[src/rtl/fifo_arb_pkg.sv]
`default_nettype none
// +----------------------------------------------------------------------------+
// | fifo_arb_pkg : shared types and round-robin helper for the drain arbiter   |
// | Rev 1.0                                                                    |
// +----------------------------------------------------------------------------+
package fifo_arb_pkg;

    typedef enum logic [0:0] {
        IDLE  = 1'b0,
        BURST = 1'b1
    } arb_state_e;

    localparam int unsigned c_RR_MAX = 32;

    typedef struct packed {
        logic        found;
        logic [31:0] idx;
    } rr_result_t;

    // First set bit of req[0 +: n] scanning upward from start with wrap; start must be < n.
    function automatic rr_result_t rr_next(
        input logic [c_RR_MAX-1:0] req,
        input int unsigned         n,
        input int unsigned         start
    );
        rr_result_t  res;
        int unsigned j;
        res.found = 1'b0;
        res.idx   = '0;
        for (int unsigned i = 0; i < c_RR_MAX; i++) begin
            j = start + i;
            if (j >= n) begin
                j = j - n;
            end
            if ((i < n) && !res.found && req[j[4:0]]) begin
                res.found = 1'b1;
                res.idx   = j;
            end
        end
        return res;
    endfunction

endpackage
`default_nettype wire

[src/rtl/fifo_drain_arbiter_rr_pick.sv]
`default_nettype none
// +----------------------------------------------------------------------------+
// | rr_pick : combinational rotate-and-priority-encode from a start index      |
// | Rev 1.0                                                                    |
// +----------------------------------------------------------------------------+
module rr_pick
    import fifo_arb_pkg::*;
#(
    parameter int unsigned NUM_QUEUES = 4,
    parameter int unsigned IDX_W      = $clog2(NUM_QUEUES)
) (
    input  logic [NUM_QUEUES-1:0] i_req,
    input  logic [IDX_W-1:0]      i_start,
    output logic                  o_valid,
    output logic [IDX_W-1:0]      o_idx
);

    rr_result_t w_res;

    always_comb begin
        w_res = rr_next(c_RR_MAX'(i_req), NUM_QUEUES, 32'(i_start));
    end

    assign o_valid = w_res.found;
    assign o_idx   = IDX_W'(w_res.idx);

endmodule
`default_nettype wire

[src/rtl/fifo_drain_arbiter.sv]
`default_nettype none
// +----------------------------------------------------------------------------+
// | fifo_drain_arbiter : round-robin burst drain of N fifo_v3 queues into one  |
// | registered valid/ready stage tagged with the source index.  Rev 1.0        |
// +----------------------------------------------------------------------------+
module fifo_drain_arbiter
    import fifo_arb_pkg::*;
#(
    parameter int unsigned NUM_QUEUES = 4,
    parameter int unsigned DATA_WIDTH = 32,
    parameter int unsigned MAX_BURST  = 4,
    parameter int unsigned IDX_W      = $clog2(NUM_QUEUES)
) (
    input  logic                           clk_i,
    input  logic                           rst_ni,
    input  logic                           flush_i,
    input  logic [NUM_QUEUES-1:0]          empty_i,
    input  logic [NUM_QUEUES*DATA_WIDTH-1:0] data_i,
    output logic [NUM_QUEUES-1:0]          pop_o,
    output logic                           valid_o,
    input  logic                           ready_i,
    output logic [DATA_WIDTH-1:0]          data_o,
    output logic [IDX_W-1:0]               src_o
);

    localparam int unsigned        c_CNT_W   = $clog2(MAX_BURST + 1);
    localparam logic [IDX_W-1:0]   c_LAST    = IDX_W'(NUM_QUEUES - 1);
    localparam logic [c_CNT_W-1:0] c_MAX_CNT = c_CNT_W'(MAX_BURST);

    arb_state_e              r_state;
    logic [IDX_W-1:0]        r_rr_ptr;
    logic [IDX_W-1:0]        r_gnt;
    logic [c_CNT_W-1:0]      r_cnt;
    logic                    r_valid;
    logic [DATA_WIDTH-1:0]   r_data;
    logic [IDX_W-1:0]        r_src;

    logic                    w_load;
    logic                    w_take;
    logic                    w_continue;
    logic [IDX_W-1:0]        w_gnt_inc;
    logic [IDX_W-1:0]        w_scan_start;
    logic                    w_pick_valid;
    logic [IDX_W-1:0]        w_pick_idx;
    logic                    w_sel_valid;
    logic [IDX_W-1:0]        w_sel_idx;
    logic [DATA_WIDTH-1:0]   w_head;

    assign w_load     = (~r_valid | ready_i) & ~flush_i;
    assign w_gnt_inc  = (r_gnt == c_LAST) ? '0 : r_gnt + 1'b1;
    assign w_continue = (r_state == BURST) && (r_cnt < c_MAX_CNT) && !empty_i[r_gnt];

    // On grant end the scan starts past the old grant, so it is naturally checked last.
    assign w_scan_start = (r_state == BURST) ? w_gnt_inc : r_rr_ptr;

    rr_pick #(
        .NUM_QUEUES (NUM_QUEUES),
        .IDX_W      (IDX_W)
    ) u_rr_pick (
        .i_req   (~empty_i),
        .i_start (w_scan_start),
        .o_valid (w_pick_valid),
        .o_idx   (w_pick_idx)
    );

    assign w_sel_valid = w_continue | w_pick_valid;
    assign w_sel_idx   = w_continue ? r_gnt : w_pick_idx;
    assign w_take      = w_load & w_sel_valid;

    always_comb begin
        pop_o = '0;
        if (rst_ni && w_take) begin
            pop_o[w_sel_idx] = 1'b1;
        end
    end

    always_comb begin
        w_head = '0;
        for (int unsigned k = 0; k < NUM_QUEUES; k++) begin
            if (w_sel_idx == IDX_W'(k)) begin
                w_head = data_i[k*DATA_WIDTH +: DATA_WIDTH];
            end
        end
    end

    always_ff @(posedge clk_i or negedge rst_ni) begin
        if (!rst_ni) begin
            r_state  <= IDLE;
            r_rr_ptr <= '0;
            r_gnt    <= '0;
            r_cnt    <= '0;
            r_valid  <= 1'b0;
            r_data   <= '0;
            r_src    <= '0;
        end else if (flush_i) begin
            r_state  <= IDLE;
            r_rr_ptr <= '0;
            r_gnt    <= '0;
            r_cnt    <= '0;
            r_valid  <= 1'b0;
        end else if (w_load) begin
            if ((r_state == BURST) && !w_continue) begin
                r_rr_ptr <= w_gnt_inc;
            end
            if (w_sel_valid) begin
                r_state <= BURST;
                r_valid <= 1'b1;
                r_data  <= w_head;
                r_src   <= w_sel_idx;
                r_gnt   <= w_sel_idx;
                r_cnt   <= w_continue ? r_cnt + 1'b1 : c_CNT_W'(1);
            end else begin
                r_state <= IDLE;
                r_valid <= 1'b0;
                r_cnt   <= '0;
            end
        end
    end

    assign valid_o = r_valid;
    assign data_o  = r_data;
    assign src_o   = r_src;

endmodule
`default_nettype wire

[config.mk]
export PLATFORM = sky130hd
export DESIGN_NAME = fifo_drain_arbiter
export DESIGN_NICKNAME = d
export VERILOG_FILES = /design/src/rtl/fifo_arb_pkg.sv /design/src/rtl/fifo_drain_arbiter_rr_pick.sv /design/src/rtl/fifo_drain_arbiter.sv
export SDC_FILE = /design/constraint.sdc
export NUM_CORES = 1
export LEC_CHECK = 0
export ABC_AREA = 1
export BUFFER_PORTS_ARGS = -buffer_cell sky130_fd_sc_hd__buf_2
export CAP_MARGIN = 10
export CORE_MARGIN = 10
export CORE_UTILIZATION = 35
export CTS_CLUSTER_SIZE = 8
export DETAILED_ROUTE_END_ITERATION = 10
export GPL_TIMING_DRIVEN = 0
export PLACE_DENSITY = 0.73
export SYNTH_ARGS = -nofsm -noshare
export SYNTH_HDL_FRONTEND = slang
export SYNTH_SLANG_ARGS = --single-unit
[constraint.sdc]
create_clock -name clk_i -period 4.13 [get_ports clk_i]
set_clock_uncertainty 0.15 [all_clocks]
set_input_delay 0.826 -clock clk_i [delete_from_list [all_inputs] [get_ports clk_i]]
set_output_delay 0.826 -clock clk_i [all_outputs]
set_load 0.01 [all_outputs]
==> results.json <==
{
  "yosys_warnings": 0,
  "final_max_slew_viol_count": 0,
  "rsz0062_at_grt": "true",
  "clock_path_buffers": 2,
  "worst_pin_slew_ps": 1023,
  "route.vias.total": 4026,
  "die_area_um2": 13750,
  "final_area_um2": 4542,
  "outcome": "completed",
  "cts_tree": "done",
  "die_w_um": 117.3,
  "grt_overflow_total": 0,
  "fillers": 968,
  "drive_gt1_share_pct": 35.68,
  "gp_congestion": 0.8482,
  "fp-row-count": 35,
  "core_area_um2": 9240,
  "cts_root_buffer": "clkbuf_8",
  "min_from": "data_o[13]$_DFFE_PN0P_",
  "final_cell_mix": "buf_2, nand2_1, nand3_1",
  "cap_violations": 0,
  "ys_seq_elements": 42,
  "pin_count": 175,
  "fin_util_pct": 49.15,
  "routedWlPerCell_um": 15.87,
  "r2r-start": "r_gnt[0]$_DFFE_PN0P_",
  "clk_pin_slew_ps": 80,
  "cp.required_ps": 3150,
  "synth_edf_count": 0,
  "wirelength_um": 13070,
  "grt_max_degree": 44,
  "area_delta_synth_final_pct": 37.19,
  "ys.flop_type": "dfrtp_1",
  "cpMostUsedCell": "nand2_2",
  "startpoint": "r_gnt[0]$_DFFE_PN0P_",
  "first_iter_violations": 179,
  "grt_pass1_vias": 4109,
  "drtPass1Iterations": 5,
  "numPortBuffers": 174,
  "ys_types": 28,
  "dp_hpwl_um": 10660,
  "die_h_um": 117.3,
  "clock-sinks": 42,
  "antenna_cells": 0,
  "slew_headroom_pct": 31.79,
  "final-seq-area_um2": 1052,
  "final.period_utilization_pct": 95.29,
  "syn_avg_cell_area_um2": 6.530,
  "max_freq_mhz": 254.1,
  "multi_input_area_um2": 1927,
  "hp-class": "reg -> reg",
  "cp.arrival_ps": 2960,
  "numCtsBuffers": 5,
  "clkLatencyLatePin_ps": 280,
  "setup_ws_ps": 194.7,
  "vias_per_cell": 4.886,
  "grtUsageTotal_pct": 18.73,
  "ir_worst_vdd_mv": 0.4819,
  "grt_first_pass_wirelength_um": 20360,
  "antenna_found_initial": 0,
  "netlist_area_um2": 3311,
  "final_common_cell": "buf_2",
  "path_max_fanout": 13,
  "drc_errors": 0,
  "seq_area_frac_synth_pct": 31.75,
  "final.min_clock_period_ps": 3935,
  "ant_nets": 0,
  "crit_slowest_cell": "dfrtp_2",
  "start_kind": "register",
  "nNetsFinal": 836,
  "htreeDepth": 2,
  "synthCells": 507,
  "power_density_nw_per_um2": 926.6,
  "setup_violations": 0,
  "crit_chain": "ha_1 > nor2_2 > nand2_4 > nand2_8 > inv_1 > ha_1 > inv_1 > nand3_1 > nand2_2 > nand2_2 > nor2_2 > nand3b_1 > nand2_2 > inv_6 > nand2_2 > nor3_2 > buf_2",
  "synth_nets": 649,
  "path_class": "reg -> out",
  "power.leakage_uw": 0.002557,
  "ys_async_sr_fraction_pct": 100.0,
  "max_stage_delay_ps": 410,
  "postPlaceCellArea_um2": 4343,
  "hold_viol_final": 0,
  "post-place-ws_ps": 167.8,
  "initial_utilization_pct": 35.83,
  "crit_path_end_kind": "output port"
}
==> what timing repair did <==
action | CTS | global route
setup buffers | 1 | 10
setup endpoints to repair | 4 | 4
pin swaps | 1 | 7
endpoints found under the hold margin | 0 | 0
resized for setup | 3 | 8
hold buffers | 0 | 0
==> critical path, delay by kind of cell, from the launching register on <==
kind / cells / cell delay (ps)
simple gates: 11 / 1300
flops: 1 / 410
fa+ha+maj: 2 / 540
buf+inv: 4 / 410
==> metrics by stage <==
stage | power [µW] | TNS, ps | cells | hold slack, ps
3_3_place_gp | 3714 | 0 | 810 | 307.9
6_report | 4209 | 0 | 824 | 336.1
2_1_floorplan | 2877 | 0 | 507 | 317.3
4_1_cts | 4136 | 0 | 817 | 335.3
5_1_grt | 4598 | -15.89 | 824 | 353.5
3_5_place_dp | 3807 | 0 | 810 | 314.4
==> area by class of cell <==
class                      instances  area share, %
multi-input combinational        390          42.42
sequential                        42          23.17
timing repair buffer             185          20.99
inverter                          48          4.077
tap                              129          3.554
buffer                            22          3.444
clock buffer                       7          1.680
clock inverter                     1         0.6612
==> synthesized netlist by cell type (2+ instances only) <==
master    instances  area [µm²]
o21ai_0          27       135.1
inv_2             4       15.01
nand2_4           6       67.56
ha_1              6       75.07
nand3_2           5       50.05
nor2_1           50       187.7
nand2_1         148       555.5
nor2_2            2       12.51
a21oi_1           5       25.02
buf_2            12       60.06
clkbuf_1          6       22.52
dfrtp_1          42        1051
buf_4             3       22.52
buf_6             5       56.30
inv_1            44       165.2
nand3_1         105       525.5
nor3_1            3       15.01
or2_2             2       12.51
nand2_2          10       62.56
or2_1             3       18.77
nand4_1          12       75.07
==> routing by layer <==
layer  vias to the layer above  track usage, %  wire (µm)
met5                         -               0          0
met2                       164           32.08       6361
li1                       2007               -          -
met3                        13           5.963       1069
met4                         0           5.437        224
met1                      1842           21.88       5418
==> power breakdown <==
group          switching, µW  internal [µW]  total, µW
registers               93.8            602        696
clock network            141            181        322
logic                   2020           1170       3190
==> path summary, 6_finish.rpt <==
check	end	slack [ps]	cells past startpoint
min in group asynchronous	data_o[28]$_DFFE_PN0P_	550	1
setup reg to reg	data_o[19]$_DFFE_PN0P_	830	18
hold reg to reg	data_o[13]$_DFFE_PN0P_	340	2
max in group asynchronous	r_gnt[0]$_DFFE_PN0P_	2570	1
setup / recovery	pop_o[0]	190	17
hold / removal	data_o[13]$_DFFE_PN0P_	340	2
==> state kept, by name, summed over array words and instances (netlist names) <==
name,cells
src_o,2
valid_o,1
r_cnt,3
data_o,32
r_rr_ptr,2
r_gnt,2
==> kinds of logic after synthesis <==
logic type	count (synthesis)	share of synthesized area, %
AND/OR/NAND/NOR	349	49.24
adder cells (fa/ha/maj)	6	2.268
flip-flops	42	31.75
buffers and inverters	75	10.92
AO/OA/AOI/OAI	35	5.820
(Power assumes the default switching activity.)
